[src/rtl/hex_keypad_scanner_if.sv]
// hex_keypad_scanner_if
//   Key-code handshake between the keypad scanner and the logic that consumes keys.
//   Signals:
//     code        4-bit decoded key (4*row_index + col_index)
//     code_valid  code holds a key that has not been consumed yet
//     code_ack    consumer takes the current code (only meaningful while code_valid=1)
//     overrun     one-cycle pulse: a key was decoded but dropped because code was still pending
//   Modports:
//     master  the scanner (drives code/code_valid/overrun, reads code_ack)
//     slave   the consumer (reads code/code_valid/overrun, drives code_ack)
interface hex_keypad_scanner_if;
    logic [3:0] code;
    logic       code_valid;
    logic       code_ack;
    logic       overrun;

    modport master (
        output code,
        output code_valid,
        output overrun,
        input  code_ack
    );

    modport slave (
        input  code,
        input  code_valid,
        input  overrun,
        output code_ack
    );
endinterface

[src/rtl/hex_keypad_scanner.sv]
// hex_keypad_scanner
//   Scans a 4x4 hex keypad. All columns are driven while waiting for a press;
//   once a press has been stable for DEBOUNCE_CYCLES, the columns are driven
//   one at a time to locate the key. The key is then presented as a 4-bit code
//   with a valid/ack handshake, and the scanner waits for a debounced release
//   before accepting the next press, so a held key produces exactly one code.
//   Ports:
//     clk   rising-edge clock
//     rst   asynchronous active-high reset
//     row   keypad row lines (asynchronous, active-high)
//     col   keypad column drive (active-high)
//     kbus  key-code handshake (master side: code, code_valid, overrun out; code_ack in)
module hex_keypad_scanner #(
    parameter int DEBOUNCE_CYCLES = 4,
    parameter int SETTLE_CYCLES   = 3
) (
    input  logic                        clk,
    input  logic                        rst,
    input  logic [3:0]                  row,
    output logic [3:0]                  col,
    hex_keypad_scanner_if.master        kbus
);

    typedef enum logic [2:0] {
        IDLE,
        DEBOUNCE,
        SCAN,
        DECODE,
        RELEASE
    } state_t;

    localparam int CW = $clog2(DEBOUNCE_CYCLES + 1);
    localparam int SW = $clog2(SETTLE_CYCLES + 1);
    localparam logic [CW-1:0] DEB_LAST = CW'(DEBOUNCE_CYCLES - 1);
    localparam logic [SW-1:0] SET_LAST = SW'(SETTLE_CYCLES - 1);
    // With a single debounce cycle the press seen in IDLE already satisfies debounce.
    localparam bit DEB_SINGLE = (DEBOUNCE_CYCLES <= 1);

    state_t        state, state_n;
    logic [CW-1:0] cnt, cnt_n;
    logic [SW-1:0] scnt, scnt_n;
    logic [1:0]    col_idx, col_idx_n;
    logic [1:0]    key_row, key_row_n;
    logic [3:0]    row_m, row_s;

    // Lowest set row wins when several keys share the scanned column.
    function automatic logic [1:0] lowest_row(input logic [3:0] r);
        if (r[0])      return 2'd0;
        else if (r[1]) return 2'd1;
        else if (r[2]) return 2'd2;
        else           return 2'd3;
    endfunction

    // Two-flop synchronizer for the asynchronous row lines; everything downstream uses row_s.
    always_ff @(posedge clk or posedge rst) begin
        if (rst) begin
            row_m <= '0;
            row_s <= '0;
        end else begin
            row_m <= row;
            row_s <= row_m;
        end
    end

    // State and counter registers.
    always_ff @(posedge clk or posedge rst) begin
        if (rst) begin
            state   <= IDLE;
            cnt     <= '0;
            scnt    <= '0;
            col_idx <= '0;
            key_row <= '0;
        end else begin
            state   <= state_n;
            cnt     <= cnt_n;
            scnt    <= scnt_n;
            col_idx <= col_idx_n;
            key_row <= key_row_n;
        end
    end

    // Next-state logic. cnt is shared between press debounce and release debounce;
    // scnt counts settle cycles for the column currently driven in SCAN.
    always_comb begin
        state_n   = state;
        cnt_n     = cnt;
        scnt_n    = scnt;
        col_idx_n = col_idx;
        key_row_n = key_row;
        case (state)
            IDLE: begin
                if (row_s != 4'b0000) begin
                    if (DEB_SINGLE) begin
                        state_n   = SCAN;
                        col_idx_n = 2'd0;
                        scnt_n    = '0;
                        cnt_n     = '0;
                    end else begin
                        state_n = DEBOUNCE;
                        cnt_n   = CW'(1);
                    end
                end
            end
            DEBOUNCE: begin
                if (row_s == 4'b0000) begin
                    state_n = IDLE;
                    cnt_n   = '0;
                end else if (cnt == DEB_LAST) begin
                    // This cycle is the DEBOUNCE_CYCLES-th consecutive non-zero sample.
                    state_n   = SCAN;
                    col_idx_n = 2'd0;
                    scnt_n    = '0;
                    cnt_n     = '0;
                end else begin
                    cnt_n = cnt + CW'(1);
                end
            end
            SCAN: begin
                // row_s reflects the current column only after the synchronizer has
                // flushed, so the sample is taken on the last settle cycle.
                if (scnt == SET_LAST) begin
                    scnt_n = '0;
                    if (row_s != 4'b0000) begin
                        key_row_n = lowest_row(row_s);
                        state_n   = DECODE;
                    end else if (col_idx == 2'd3) begin
                        state_n = IDLE;
                    end else begin
                        col_idx_n = col_idx + 2'd1;
                    end
                end else begin
                    scnt_n = scnt + SW'(1);
                end
            end
            DECODE: begin
                state_n = RELEASE;
                cnt_n   = '0;
            end
            RELEASE: begin
                if (row_s != 4'b0000) begin
                    cnt_n = '0;
                end else if (cnt == DEB_LAST) begin
                    state_n = IDLE;
                    cnt_n   = '0;
                end else begin
                    cnt_n = cnt + CW'(1);
                end
            end
            default: begin
                state_n = IDLE;
                cnt_n   = '0;
                scnt_n  = '0;
            end
        endcase
    end

    // Columns are all driven except while scanning, so any press is visible in IDLE/RELEASE.
    always_comb begin
        col = 4'b1111;
        if (state == SCAN) begin
            col = 4'b0001 << col_idx;
        end
    end

    // Output handshake. A decode either loads the code (free slot, or consumer acking in
    // the same cycle) or is dropped with an overrun pulse; otherwise an ack frees the slot.
    always_ff @(posedge clk or posedge rst) begin
        if (rst) begin
            kbus.code       <= '0;
            kbus.code_valid <= 1'b0;
            kbus.overrun    <= 1'b0;
        end else begin
            kbus.overrun <= 1'b0;
            if (state == DECODE) begin
                if (!kbus.code_valid || kbus.code_ack) begin
                    kbus.code       <= {key_row, col_idx};
                    kbus.code_valid <= 1'b1;
                end else begin
                    kbus.overrun <= 1'b1;
                end
            end else if (kbus.code_ack && kbus.code_valid) begin
                kbus.code_valid <= 1'b0;
            end
        end
    end

endmodule

[src/flat_wrapper.sv]
// flat-port wrapper written by rule: the top's interface ports become plain ports
module hex_keypad_scanner_flat 
#(
    parameter int DEBOUNCE_CYCLES = 4,
    parameter int SETTLE_CYCLES   = 3
)
  (clk, rst, row, col, kbus_code, kbus_code_valid, kbus_overrun, kbus_code_ack);
  hex_keypad_scanner_if kbus_i ();
  input  logic clk;
  input  logic rst;
  input  logic [3:0] row;
  output logic [3:0] col;
  output wire logic [$bits(kbus_i.code)-1:0] kbus_code;
  output wire logic [$bits(kbus_i.code_valid)-1:0] kbus_code_valid;
  output wire logic [$bits(kbus_i.overrun)-1:0] kbus_overrun;
  input wire logic [$bits(kbus_i.code_ack)-1:0] kbus_code_ack;
  assign kbus_code = kbus_i.code;
  assign kbus_code_valid = kbus_i.code_valid;
  assign kbus_overrun = kbus_i.overrun;
  assign kbus_i.code_ack = kbus_code_ack;
  hex_keypad_scanner #(.DEBOUNCE_CYCLES(DEBOUNCE_CYCLES), .SETTLE_CYCLES(SETTLE_CYCLES)) u_core (.clk(clk), .rst(rst), .row(row), .col(col), .kbus(kbus_i));
endmodule
[config.mk]
export PLATFORM = sky130hd
export DESIGN_NAME = hex_keypad_scanner_flat
export DESIGN_NICKNAME = d
export VERILOG_FILES = /design/src/rtl/hex_keypad_scanner_if.sv /design/src/rtl/hex_keypad_scanner.sv /design/src/flat_wrapper.sv
export SDC_FILE = /design/constraint.sdc
export NUM_CORES = 1
export LEC_CHECK = 0
export BUFFER_PORTS_ARGS = -buffer_cell sky130_fd_sc_hd__buf_2
export CORE_AREA = 4 4 48 55
export CTS_BUF_LIST = sky130_fd_sc_hd__clkbuf_4
export CTS_CLUSTER_DIAMETER = 200
export DETAILED_ROUTE_END_ITERATION = 12
export DIE_AREA = 0 0 52 59
export PLACE_DENSITY = 0.78
export SLEW_MARGIN = 30
export SYNTH_ARGS = -nofsm -noshare
export SYNTH_HDL_FRONTEND = slang
export SYNTH_SLANG_ARGS = --single-unit
[constraint.sdc]
create_clock -name clk -period 3.8 [get_ports clk]
set_clock_uncertainty 0.1 [all_clocks]
set_input_delay 0.19 -clock clk [delete_from_list [all_inputs] [get_ports clk]]
set_output_delay 0.19 -clock clk [all_outputs]
set_load 0.02 [all_outputs]
# Word level (Yosys, flattened, before mapping)
# Index checks and enable logic that the tools add are counted.
[totals] reg_bits=26 input_bits=7 out_inout_bits=10 elab_cells=80
[op_classes] n_addsub=3 n_eq_ne=18 n_shift=1 muxes=30 bitwise_logic=2 n_reduce_logical=16
[op_table] cell="two-way mux 3 bit" n=11
[op_table] cell="two-way mux 2 bit" n=8
[op_table] cell="case mux 3 bit (5 select lines)" n=1
[op_table] cell="case mux 3 bit (4 select lines)" n=1
[op_table] cell="AND reduction 6 bit" n=2
[op_table] cell="inequality test 2 bit (second input constant)" n=5
[op_table] cell="== test 3 x 2 -> 1 bit (second input constant)" n=3
[op_table] cell="inequality test 2 x 1 -> 1 bit (second input constant)" n=4
[op_table] cell="two-way mux 1 bit" n=6
[op_table] cell="inequality test 3 x 1 -> 1 bit (second input constant)" n=2
[op_table] cell="case mux 2 bit (3 select lines)" n=1
[op_table] cell="AND reduction 2 bit" n=3
[op_table] cell="AND reduction 3 bit" n=2
[op_table] cell="adder 2 x 1 -> 2 bit (second input constant)" n=2
[op_table] cell="== test 2 bit (second input constant)" n=2
[op_table] cell="zero test 4 bit" n=1
[op_table] cell="two-way mux 4 bit" n=1
[op_table] cell="case mux 2 bit (2 select lines)" n=1
[op_table] cell="nonzero test 2 bit" n=2
[op_table] cell="nonzero test 4 bit" n=1
[op_table] cell="<< shifter 1 x 2 -> 4 bit (first input constant)" n=1
[op_table] cell="adder 3 x 1 -> 3 bit (second input constant)" n=1
[op_table] cell="== test 3 x 1 -> 1 bit (second input constant)" n=1
[op_table] cell="== test 3 bit (second input constant)" n=1
[op_table] cell="other kinds (6)" n=7

# Logic depth before layout (Yosys ltp)
# Gate-level depths: netlist of the first run.
[logic_depth] depth_word=5 depth_mapped=5 depth_no_buf=5

# Worst setup path before layout of the first run
# No wires, ideal clock.
[synth_timing] kind="register -> register" start="register u_core.cnt[0]" end="register u_core.col_idx[1]" setup_ns=0.079 arrival_ns=1.352 required_ns=3.621 path_slack_ns=2.269 stages_incl_launch_ff=6 n_path_buf=0 synth_period_minus_slack_ns=1.531 path_cell_list="dfrtp_1 > ha_1 > nor2b_1 > nand2_2 > o31ai_2 > mux2i_1"
[synth_via] elab_chain_len=3
[synth_lines] element="start: declaration" line="hex_keypad_scanner.sv:40" text="logic [CW-1:0] cnt, cnt_n;"
[synth_lines] element="start signal: assignment" line="hex_keypad_scanner.sv:75" text="cnt <= cnt_n;"
[synth_lines] element="== test 3 x 2 -> 1 bit" line="hex_keypad_scanner.sv:108" text="end else if (cnt == DEB_LAST) begin"
[synth_lines] element="inequality test 2 x 1 -> 1 bit (no line)"
[synth_lines] element="AND reduction 6 bit (no line)"
[synth_lines] element="end signal: assignment" line="hex_keypad_scanner.sv:77" text="col_idx <= col_idx_n;"
[synth_lines] element="end: declaration" line="hex_keypad_scanner.sv:42" text="logic [1:0] col_idx, col_idx_n;"
# No other way between the ends.
# A chain may end at the register's enable or synchronous reset.

# Worst setup path in the final report of the first run
[layout_timing] start="register u_core.state[0]" end="output port col[1]"
[layout_via] elab_chain_len=2
[layout_lines] element="start: declaration" line="hex_keypad_scanner.sv:39" text="state_t state, state_n;"
[layout_lines] element="start signal: assignment" line="hex_keypad_scanner.sv:74" text="state <= state_n;"
[layout_lines] element="== test 3 x 2 -> 1 bit" line="hex_keypad_scanner.sv:160" text="if (state == SCAN) begin"
[layout_lines] element="two-way mux 4 bit" line="hex_keypad_scanner.sv:160"
[layout_lines] element="end: declaration" line="flat_wrapper.sv:12" text="output logic [3:0] col;"
# No other way between the ends.

==> run metrics, run 1 <==
Power Total=0.9104 mW; sw power=0.3375 mW; Layout Nets=145; WP data required=3.51 ns; Antenna Nets Post-Route=0; clk slew on worst S/H paths=0.14 ns; All-Layer GR Usage=around 18%; Gate power share=33.0%; Overflow after GRT=0; DP Wirelength=~1.6 mm; Hold Worst Slack=0.06531 ns; top cell type by total area after synthesis=dfrtp_1; port buffer count=16; Routed WL=2.200 mm; max cap viols=0; Async SR Flop Fraction=100.0%; CTS Sinks=26; DIE AREA=3068 µm²; DRC viols=0; boundary pin count=17; syn nets=124; Achievable Freq=530.2 MHz; clk buf depth=2; vias in the first global route=904; dominant synthesized flop cell=dfrtp_1; Area growth syn-to-layout=16.15%; Cell Pwr Density=644.5 nW/µm²; Mapped Cells=112; Critical Path, Cell by Cell=nor3b_4 > nand2b_1 > buf_2; routability cong.=roughly 0.76; outcome=complete, no violations; Post-Syn Area=about 1200 µm²; crit path time final=~1.9 ns; share of the synthesized area in the top cell type=53.50%; Vias/cell=~5.5; Reg-to-Reg Start=u_core.cnt[0]$_DFFE_PP0P_; Syn Area/Cell=10.86 µm²; num rows=18; Core Box Area=2140 µm²; layout cells sized above 1=18.94%; WL per Instance=13.58 µm; die width=52 µm; Final Max Slew Viols=0; First-pass DRT Iterations=4; P_int=0.5730 mW; CTS tree=yes; clock share of power=around a fifth; first-pass GRT wire length=~4.0 mm; CTS Hold Bufs=5; Setup CP Type=reg -> out; DR iter-0 viols=between 40 and 50; # setup viols final=0; normalized max-slew margin=64.98%; Seq/Total Area, Yosys=between 50% and 60%; post-synthesis register bit count=26; synth top area cells=dfrtp_1 (53%), ha_1 (5.1%), mux2_1 (3.7%); Leakage Power=0.6539 nW; post-synthesis cell type count=34; slowest cell delay on critical path=0.59 ns; CP Max Fanout=17; postcts setup bufs=0; H-tree Lvls=1; Clk Tree Root Cell=clkbuf_4; Skew-Pair Late Insertion Delay=between 0.3 and 0.4 ns; CTS Buf Count=3; maximum vdd ir drop=0.0004654 V; setup TNS=0 ns; arrival time at the worst endpoint=1.60 ns; via count=just under 900; largest net degree at the start of global routing=27; yosys warns=0; Final Hold Fails=0; Initial Utilization=56.84%; diode count=0; hold path startpoint=kbus_code_ack; highest-delay cell along the critical path=dfrtp_1; CP startpoint=u_core.state[0]$_DFFE_PP0P_; worst slew pin tran=0.5246 ns; fin crit share=49.64%; post-cts gate resize count=0; class of the worst hold path=in -> reg; initial antenna violation count=0; RSZ-0062 raised after global routing=no; die outline height=59 µm; sequential power share=between 40% and 50%; Startpoint Class=flop; Switching Share=~37%; Post-synth EDFFs=0; Worst Setup End Kind=primary output
## cell families after synthesis
| group | count (synthesis) | share of synthesized area, % |
|---|---|---|
| adders and majority gates | 5 | 5.144 |
| muxes | 6 | 5.350 |
| and+or+nand+nor | 42 | 19.86 |
| AOI/OAI and AO/OA | 24 | 12.96 |
| buffers and inverters | 9 | 3.189 |
| DFF | 26 | 53.50 |
## layout make-up
type                            instances  area, µm²
Multi-Input combinational cell         77      526.8
Tap cell                               30      37.54
Clock buffer                            3      22.52
Fill cell                             152      726.9
Clock inverter                          1      30.03
Timing Repair Buffer                   21      130.1
Inverter                                4      15.01
Sequential cell                        26      650.6
## metrics by stage
stage / cell area (µm²) / std cells / util (%) / worst slack (ns)
4_1_cts: 1413 / 162 / 66.02 / 1.893
5_1_grt: 1413 / 162 / 66.02 / 1.763
2_1_floorplan: 1216 / 112 / - / 2.269
3_3_place_gp: 1310 / 153 / 61.23 / 2.120
6_report: 1413 / 162 / 66.02 / 1.914
3_5_place_dp: 1310 / 153 / 61.23 / 2.047
## routing by layer
layer	GRT usage, %	wire length [µm]
met1	22.00	939
met2	28.90	1080
met3	3.275	134
met4	8.614	44
met5	0	0
## Yosys cell counts, types with 2 or more instances
cell and number:
nand3_1 2, mux2_1 4, mux2i_1 2, nand2b_1 7
nor2b_1 5, ha_1 5, a31oi_1 2, a21oi_1 5
nor4_1 2, o21ai_1 6, o31ai_1 2, nor2_1 5
dfrtp_1 26, and3_1 2, inv_1 4, o21a_1 2
buf_2 4, nand2_1 11
## layout by cell type (no fill, tap or decap), drive strengths merged, types with 3 or more instances in the layout
cell         instances
inv                  4
a21oi                5
dlygate4sd3          5
nor4                 3
nand2b               7
nor2                 5
o31ai                3
dfrtp               26
nand2               12
nor2b                5
buf                 16
clkbuf               3
mux2                 4
ha                   5
o21ai                7
## registers in the layout, summed over array words and instances, names as in the netlist
signal,flops
u_core.kbus.code,4
u_core.row_m,4
u_core.row_s,4
u_core.cnt,3
u_core.state,3
u_core.col_idx,2
u_core.key_row,2
u_core.scnt,2
u_core.kbus.code_valid,1
u_core.kbus.overrun,1
## path summary, 6_finish.rpt
check                                                  endpoint  slack [ns]  cells past startpoint
worst max-delay path                                     col[1]        1.91                      3
worst min-delay path              u_core.kbus.overrun$_DFF_PP0_        0.07                      3
worst max register to register    u_core.col_idx[1]$_DFFE_PP0P_        2.00                      5
worst min register to register        u_core.row_s[3]$_DFF_PP0_        0.26                      0
max in group asynchronous       u_core.kbus.code[0]$_DFFE_PP0P_        2.92                      3
min in group asynchronous             u_core.cnt[1]$_DFFE_PP0P_        0.32                      3
## power by group through the flow
| stage | clock network, mW | logic [mW] | registers (mW) |
|---|---|---|---|
| finish | 0.190 | 0.300 | 0.421 |
| global route | 0.205 | 0.338 | 0.433 |
| CTS | 0.192 | 0.300 | 0.418 |
| detailed placement | 0 | 0.294 | 0.424 |
| global placement | 0 | 0.282 | 0.418 |
| floorplan | 0 | 0.246 | 0.400 |
## worst max-delay path: cells and delay by family (launching register included)
family	cells	cell delay, ns
flip-flops	1	0.59
AND/OR/NAND/NOR	2	0.51
buffers and inverters	1	0.17
Power figures use the tool's default switching activity.
==> run 2: changes to the inputs <==
--- a/config.mk
+++ b/config.mk
@@ -6,12 +6,12 @@
 export NUM_CORES = 1
 export LEC_CHECK = 0
 export BUFFER_PORTS_ARGS = -buffer_cell sky130_fd_sc_hd__buf_2
-export CORE_AREA = 4 4 48 55
+export CORE_AREA = 4 4 52 58
 export CTS_BUF_LIST = sky130_fd_sc_hd__clkbuf_4
 export CTS_CLUSTER_DIAMETER = 200
 export DETAILED_ROUTE_END_ITERATION = 12
-export DIE_AREA = 0 0 52 59
-export PLACE_DENSITY = 0.78
+export DIE_AREA = 0 0 56 62
+export PLACE_DENSITY = 0.71
 export SLEW_MARGIN = 30
 export SYNTH_ARGS = -nofsm -noshare
 export SYNTH_HDL_FRONTEND = slang
==> constraint.sdc (replaced) <==
create_clock -name clk -period 1.6 [get_ports clk]
set_clock_uncertainty 0.1 [all_clocks]
set_input_delay 0.08 -clock clk [delete_from_list [all_inputs] [get_ports clk]]
set_output_delay 0.08 -clock clk [all_outputs]
set_load 0.02 [all_outputs]
==> run metrics, run 2 (synthesized netlist as in run 1, its figures left out) <==
most common cell after layout, fill and taps aside=dfrtp_1 (unchanged); DIE AREA=3472 µm² (was 3068 µm²); All-Layer GR Usage=15.46% (was 17.55%); crit path time final=1.537 ns; Hold Worst Slack=0.2208 ns (was 0.06531 ns); Worst Setup End Kind=flop (was primary output); CP Max Fanout=4 (was 17); Leakage Power=0.7586 nW (was 0.6539 nW); port buffer count=16 (unchanged); H-tree Lvls=1 (unchanged); Achievable Freq=650.5 MHz; WL met1=998 µm (was 939 µm); slowest cell delay on critical path=0.43 ns (was 0.59 ns); DR WL met2=1.280 mm (was 1.080 mm); DRC viols=0 (unchanged); max cap viols=0 (unchanged); num rows=19 (was 18); # setup viols final=0 (unchanged); Skew-Pair Late Insertion Delay=0.32 ns (was 0.33 ns); Routed WL=2.450 mm (was 2.200 mm); routability cong.=0.8313 (was 0.7606); Clk Tree Root Cell=clkbuf_4 (unchanged); clk slew on worst S/H paths=0.14 ns (about the same); first-pass GRT wire length=4.133 mm (was 3.974 mm); Critical Path, Cell by Cell=buf_4 > nor2b_1 > and3_4 > mux2_1 (was nor3b_4 > nand2b_1 > buf_2); fin crit share=96.08%; Final Worst Setup Slack=0.06278 ns (was 1.914 ns); Place WS=0.0001864 ns (was 2.047 ns); via count=948 (was 888); Core Box Area=2472 µm² (was 2140 µm²); First-pass DRT Iterations=4 (unchanged); top sig layer=met4 (unchanged); CTS tree=yes (unchanged); boundary pin count=17 (unchanged); outcome=complete, no violations (unchanged); WP data required=1.72 ns (was 3.51 ns); highest-delay cell along the critical path=dfrtp_1 (unchanged); die width=56 µm (was 52 µm); CTS Sinks=26 (unchanged); met3 wire length=101 µm (was 134 µm); initial antenna violation count=0 (unchanged); maximum vdd ir drop=0.0008656 V (was 0.0004654 V); Setup CP Type=reg -> reg (was reg -> out); most frequent cells in the layout=dfrtp_1 (25), buf_2 (16), buf_4 (16), nand2_1 (11) (was dfrtp_1 (26), buf_2 (16), nand2_1 (11), nand2b_1 (7), o21ai_1 (6)); Final Max Slew Viols=0 (unchanged); Antenna Nets Post-Route=0 (unchanged); cell family with most CP delay=simple AND/OR/NAND/NOR gates (was flip-flops); die outline height=62 µm (was 59 µm); Startpoint Class=flop (unchanged); Vias/cell=5.209 (was 5.481); largest net degree at the start of global routing=27 (unchanged); normalized max-slew margin=78.54% (was 64.98%); clk buf depth=2 (unchanged); class of the worst hold path=in -> async (was in -> reg); diode count=0 (unchanged); Layout Nets=164 (was 145); worst slew pin tran=0.3219 ns (was 0.5246 ns); Area growth syn-to-layout=33.33% (was 16.15%); crit path buf inv count=1 (unchanged); WL per Instance=13.46 µm (was 13.58 µm); arrival time at the worst endpoint=1.66 ns (was 1.60 ns); Largest regs=u_core.kbus.code x4, u_core.row_m x4, u_core.row_s x4 (unchanged); # fillers=209 (was 152); Final Hold Fails=0 (unchanged); Overflow after GRT=0 (unchanged); CTS Buf Count=3 (unchanged); Cell Pwr Density=1340 nW/µm² (was 644.5 nW/µm²); DP Wirelength=1.770 mm (was 1.586 mm); Initial Utilization=49.19% (was 56.84%); layout cells sized above 1=34.44% (was 18.94%); vias in the first global route=971 (was 904); DR iter-0 viols=34 (was 42)
-- run 2: power breakdown --
| part | internal (mW) | switching, mW | total [mW] | leakage, nW |
|---|---|---|---|---|
| Sequential | 0.788 | 0.105 | 0.893 | 0.333 |
| Combinational | 0.387 | 0.443 | 0.829 | 0.398 |
| Clock | 0.253 | 0.197 | 0.451 | 0.0279 |
| Total | 1.43 | 0.744 | 2.17 | 0.759 |
-- run 2: path summary, 6_finish.rpt --
path | from | to | slack (ns) | depth (start not counted)
worst max-delay path | u_core.state[2]$_DFFE_PP0P_ | u_core.kbus.code[1]$_DFFE_PP0P_ | 0.06 | 4
worst min-delay path | rst | u_core.cnt[0]$_DFFE_PP0P_ | 0.22 | 4
worst max register to register | u_core.state[2]$_DFFE_PP0P_ | u_core.kbus.code[1]$_DFFE_PP0P_ | 0.06 | 4
worst min register to register | u_core.row_m[0]$_DFF_PP0_ | u_core.row_s[0]$_DFF_PP0_ | 0.27 | 0
max in group asynchronous | rst | u_core.state[0]$_DFFE_PP0P_ | 0.92 | 4
min in group clk | u_core.row_m[0]$_DFF_PP0_ | u_core.row_s[0]$_DFF_PP0_ | 0.27 | 0
-- run 2: area by class of cell --
cell class | count | area, µm² | area share, %
clock buffers | 3 | 22.52 | 1.389
clock inverters | 1 | 30.03 | 1.852
inverters | 4 | 15.01 | 0.9259
multi-input cells | 77 | 580.6 | 35.80
flip-flops and latches | 26 | 651.9 | 40.20
well taps | 31 | 38.79 | 2.392
repair buffers | 40 | 282.8 | 17.44
-- run 2: timing repair --
action,in CTS,in global routing
resized for setup,3,14
hold endpoints to repair,32,0
setup endpoints to repair,7,10
pin swaps,1,4
hold buffers,6,0
buffers inserted,3,2
-- run 2: layer usage --
| layer | vias to the layer above | global-route usage, % |
|---|---|---|
| li1 | 470 | - |
| met3 | 6 | 2.273 |
| met4 | 0 | 9.492 |
| met1 | 447 | 17.44 |
| met2 | 25 | 28.38 |
| met5 | - | 0 |
-- run 2: worst reg2reg max path, stage by stage (launching register included) --
cell	delay (ns)
dfrtp_1	0.43
buf_4	0.15
nor2b_1	0.19
and3_4	0.25
mux2_1	0.32
-- run 2: metrics by stage --
stage	total power [mW]	utilization, %	instance area, µm²	cells	TNS, ns
floorplan	1.534	-	1216	112	0
global placement	1.801	56.98	1409	167	0
detailed placement	1.847	56.98	1409	167	0
CTS	2.112	62.75	1551	180	0
global route	2.319	65.59	1622	182	-0.006185
finish	2.173	65.59	1622	182	0
==> run 3: changes to the inputs <==
--- a/config.mk
+++ b/config.mk
@@ -6,12 +6,12 @@
 export NUM_CORES = 1
 export LEC_CHECK = 0
 export BUFFER_PORTS_ARGS = -buffer_cell sky130_fd_sc_hd__buf_2
-export CORE_AREA = 4 4 52 58
+export CORE_AREA = 4 4 48 55
 export CTS_BUF_LIST = sky130_fd_sc_hd__clkbuf_4
 export CTS_CLUSTER_DIAMETER = 200
 export DETAILED_ROUTE_END_ITERATION = 12
-export DIE_AREA = 0 0 56 62
-export PLACE_DENSITY = 0.71
+export DIE_AREA = 0 0 52 59
+export PLACE_DENSITY = 0.78
 export SLEW_MARGIN = 30
 export SYNTH_ARGS = -nofsm -noshare
 export SYNTH_HDL_FRONTEND = slang
==> constraint.sdc (replaced) <==
create_clock -name clk -period 1.8 [get_ports clk]
set_clock_uncertainty 0.1 [all_clocks]
set_input_delay 0.09 -clock clk [delete_from_list [all_inputs] [get_ports clk]]
set_output_delay 0.09 -clock clk [all_outputs]
set_load 0.02 [all_outputs]
==> run metrics, run 3 (synthesized netlist as in run 1, its figures left out) <==
WP data required=1.96 ns (was 1.72 ns); fin crit share=91.19% (was 96.08%); Area growth syn-to-layout=20.88% (was 33.33%); outcome=complete, no violations (unchanged); Initial Utilization=56.84% (was 49.19%); diode count=0 (unchanged); CP Max Fanout=4 (unchanged); CTS tree=yes (unchanged); Worst Setup End Kind=flop (unchanged); sw power=0.7228 mW (was 0.7443 mW); Largest regs=u_core.kbus.code x4, u_core.row_m x4, u_core.row_s x4 (unchanged); setup TNS=0 ns (unchanged); Multi-input gate area=529.3 µm² (was 580.6 µm²); class of the worst hold path=in -> async (unchanged); vias in the first global route=931 (was 971); clock share of power=19.9% (was 20.7%); H-tree Lvls=1 (unchanged); Finished Cell Area=1470 µm² (was 1622 µm²); Skew-Pair Late Insertion Delay=0.32 ns (about the same); initial antenna violation count=0 (unchanged); via count=948 (unchanged); Startpoint Class=flop (unchanged); sequential power share=42.1% (was 41.1%); cell area after placement=1355 µm² (was 1409 µm²); All-Layer GR Usage=16.21% (was 15.46%); boundary pin count=17 (unchanged); CTS Buf Count=3 (unchanged); Cell Pwr Density=1347 nW/µm² (was 1340 nW/µm²); Hold Worst Slack=0.2323 ns (was 0.2208 ns); DR iter-0 viols=21 (was 34); Core Box Area=2140 µm² (was 2472 µm²); Achievable Freq=609.3 MHz (was 650.5 MHz); largest net degree at the start of global routing=27 (unchanged); normalized max-slew margin=77.52% (was 78.54%); max cap viols=0 (unchanged); Post-Layout Cell Count=169 (was 182); most common cell after layout, fill and taps aside=dfrtp_1 (unchanged); arrival time at the worst endpoint=1.80 ns (was 1.66 ns); first-pass GRT wire length=3.774 mm (was 4.133 mm); Setup CP Type=reg -> reg (unchanged); Switching Share=36.49% (was 34.26%); port buffer count=16 (unchanged); Overflow after GRT=0 (unchanged); DIE AREA=3068 µm² (was 3472 µm²); routability cong.=0.7966 (was 0.8313); Core Util, Final=68.71% (was 65.59%); Routed WL=2.245 mm (was 2.450 mm); Final Worst Setup Slack=0.1587 ns (was 0.06278 ns); Gate power share=38.0% (was 38.2%); crit path time final=1.641 ns (was 1.537 ns); Vias/cell=5.609 (was 5.209); DP Wirelength=1.653 mm (was 1.770 mm); Antenna Nets Post-Route=0 (unchanged); most frequent cells in the layout=dfrtp_1 (26), buf_2 (16), nand2_1 (11), nand2b_1 (7) (was dfrtp_1 (25), buf_2 (16), buf_4 (16), nand2_1 (11)); Leakage Power=0.6903 nW (was 0.7586 nW); Register Area=650.6 µm² (was 651.9 µm²); # fillers=154 (was 209); maximum vdd ir drop=0.001086 V (was 0.0008656 V); die outline height=59 µm (was 62 µm); num rows=18 (was 19); RSZ-0062 raised after global routing=no; Layout Nets=152 (was 164); Clk Tree Root Cell=clkbuf_4 (unchanged); WL per Instance=13.28 µm (was 13.46 µm); DRC viols=0 (unchanged); Final Hold Fails=0 (unchanged); die width=52 µm (was 56 µm); Place WS=0.1376 ns (was 0.0001864 ns); clk buf depth=2 (unchanged); worst slew pin tran=0.3359 ns (was 0.3219 ns); DP Cell Count=159 (was 167); First-pass DRT Iterations=4 (unchanged); P_int=1.258 mW (was 1.428 mW); CTS Sinks=26 (unchanged); Final Max Slew Viols=0 (unchanged); clk slew on worst S/H paths=0.14 ns (about the same); Power Total=1.981 mW (was 2.173 mW); layout cells sized above 1=22.30% (was 34.44%); # setup viols final=0 (unchanged)
==> run 3: cell count changes in the layout (fill, tap and decap cells not counted), sizes merged <==
cell,previous run,this run
buf,34,22
==> run 3: worst paths after layout <==
kind                                                 endpoint  cells after the start  slack, ns                      start
worst min-delay path                u_core.cnt[2]$_DFFE_PP0P_                      4       0.23                        rst
worst min register to register      u_core.row_s[1]$_DFF_PP0_                      0       0.26  u_core.row_m[1]$_DFF_PP0_
max in group asynchronous       u_core.key_row[0]$_DFFE_PP0P_                      4       1.12                        rst
min in group clk                    u_core.row_s[1]$_DFF_PP0_                      0       0.26  u_core.row_m[1]$_DFF_PP0_
worst max-delay path            u_core.col_idx[1]$_DFFE_PP0P_                      5       0.16  u_core.cnt[0]$_DFFE_PP0P_
worst max register to register  u_core.col_idx[1]$_DFFE_PP0P_                      5       0.16  u_core.cnt[0]$_DFFE_PP0P_
==> run 3: final cells by class <==
type	count	area share, %
Inverter	4	1.021
Sequential cell	26	44.26
Tap cell	30	2.553
Clock buffer	3	1.532
Multi-Input combinational cell	77	36.00
Clock inverter	1	2.043
Timing Repair Buffer	28	12.60
==> run 3: what timing repair did <==
action,CTS,global route
hold buffers,6,0
gates resized for setup,0,1
setup endpoints to repair,0,2
buffers inserted,0,0
endpoints found under the hold margin,32,0
==> run 3: power groups by stage <==
| stage | Combinational [mW] | Clock, mW | Sequential [mW] |
|---|---|---|---|
| 2_1_floorplan | 0.520 | 0 | 0.843 |
| 3_5_place_dp | 0.734 | 0 | 0.841 |
| 3_3_place_gp | 0.708 | 0 | 0.828 |
| 5_1_grt | 0.828 | 0.431 | 0.853 |
| 4_1_cts | 0.743 | 0.401 | 0.828 |
| 6_report | 0.753 | 0.394 | 0.833 |
==> run 3: metal layers <==
metal  GRT usage (%)  part of all wire (%)
met3           3.275                   6.9
met1           20.00                    41
met5               0                     0
met2           26.75                    51
met4           8.240                   1.4
==> run 3: worst max-delay path, stage by stage (launching register included) <==
cell	delay, ns
dfrtp_1	0.42
ha_1	0.23
nor2b_2	0.24
nand2_2	0.10
o31ai_2	0.28
mux2i_1	0.21
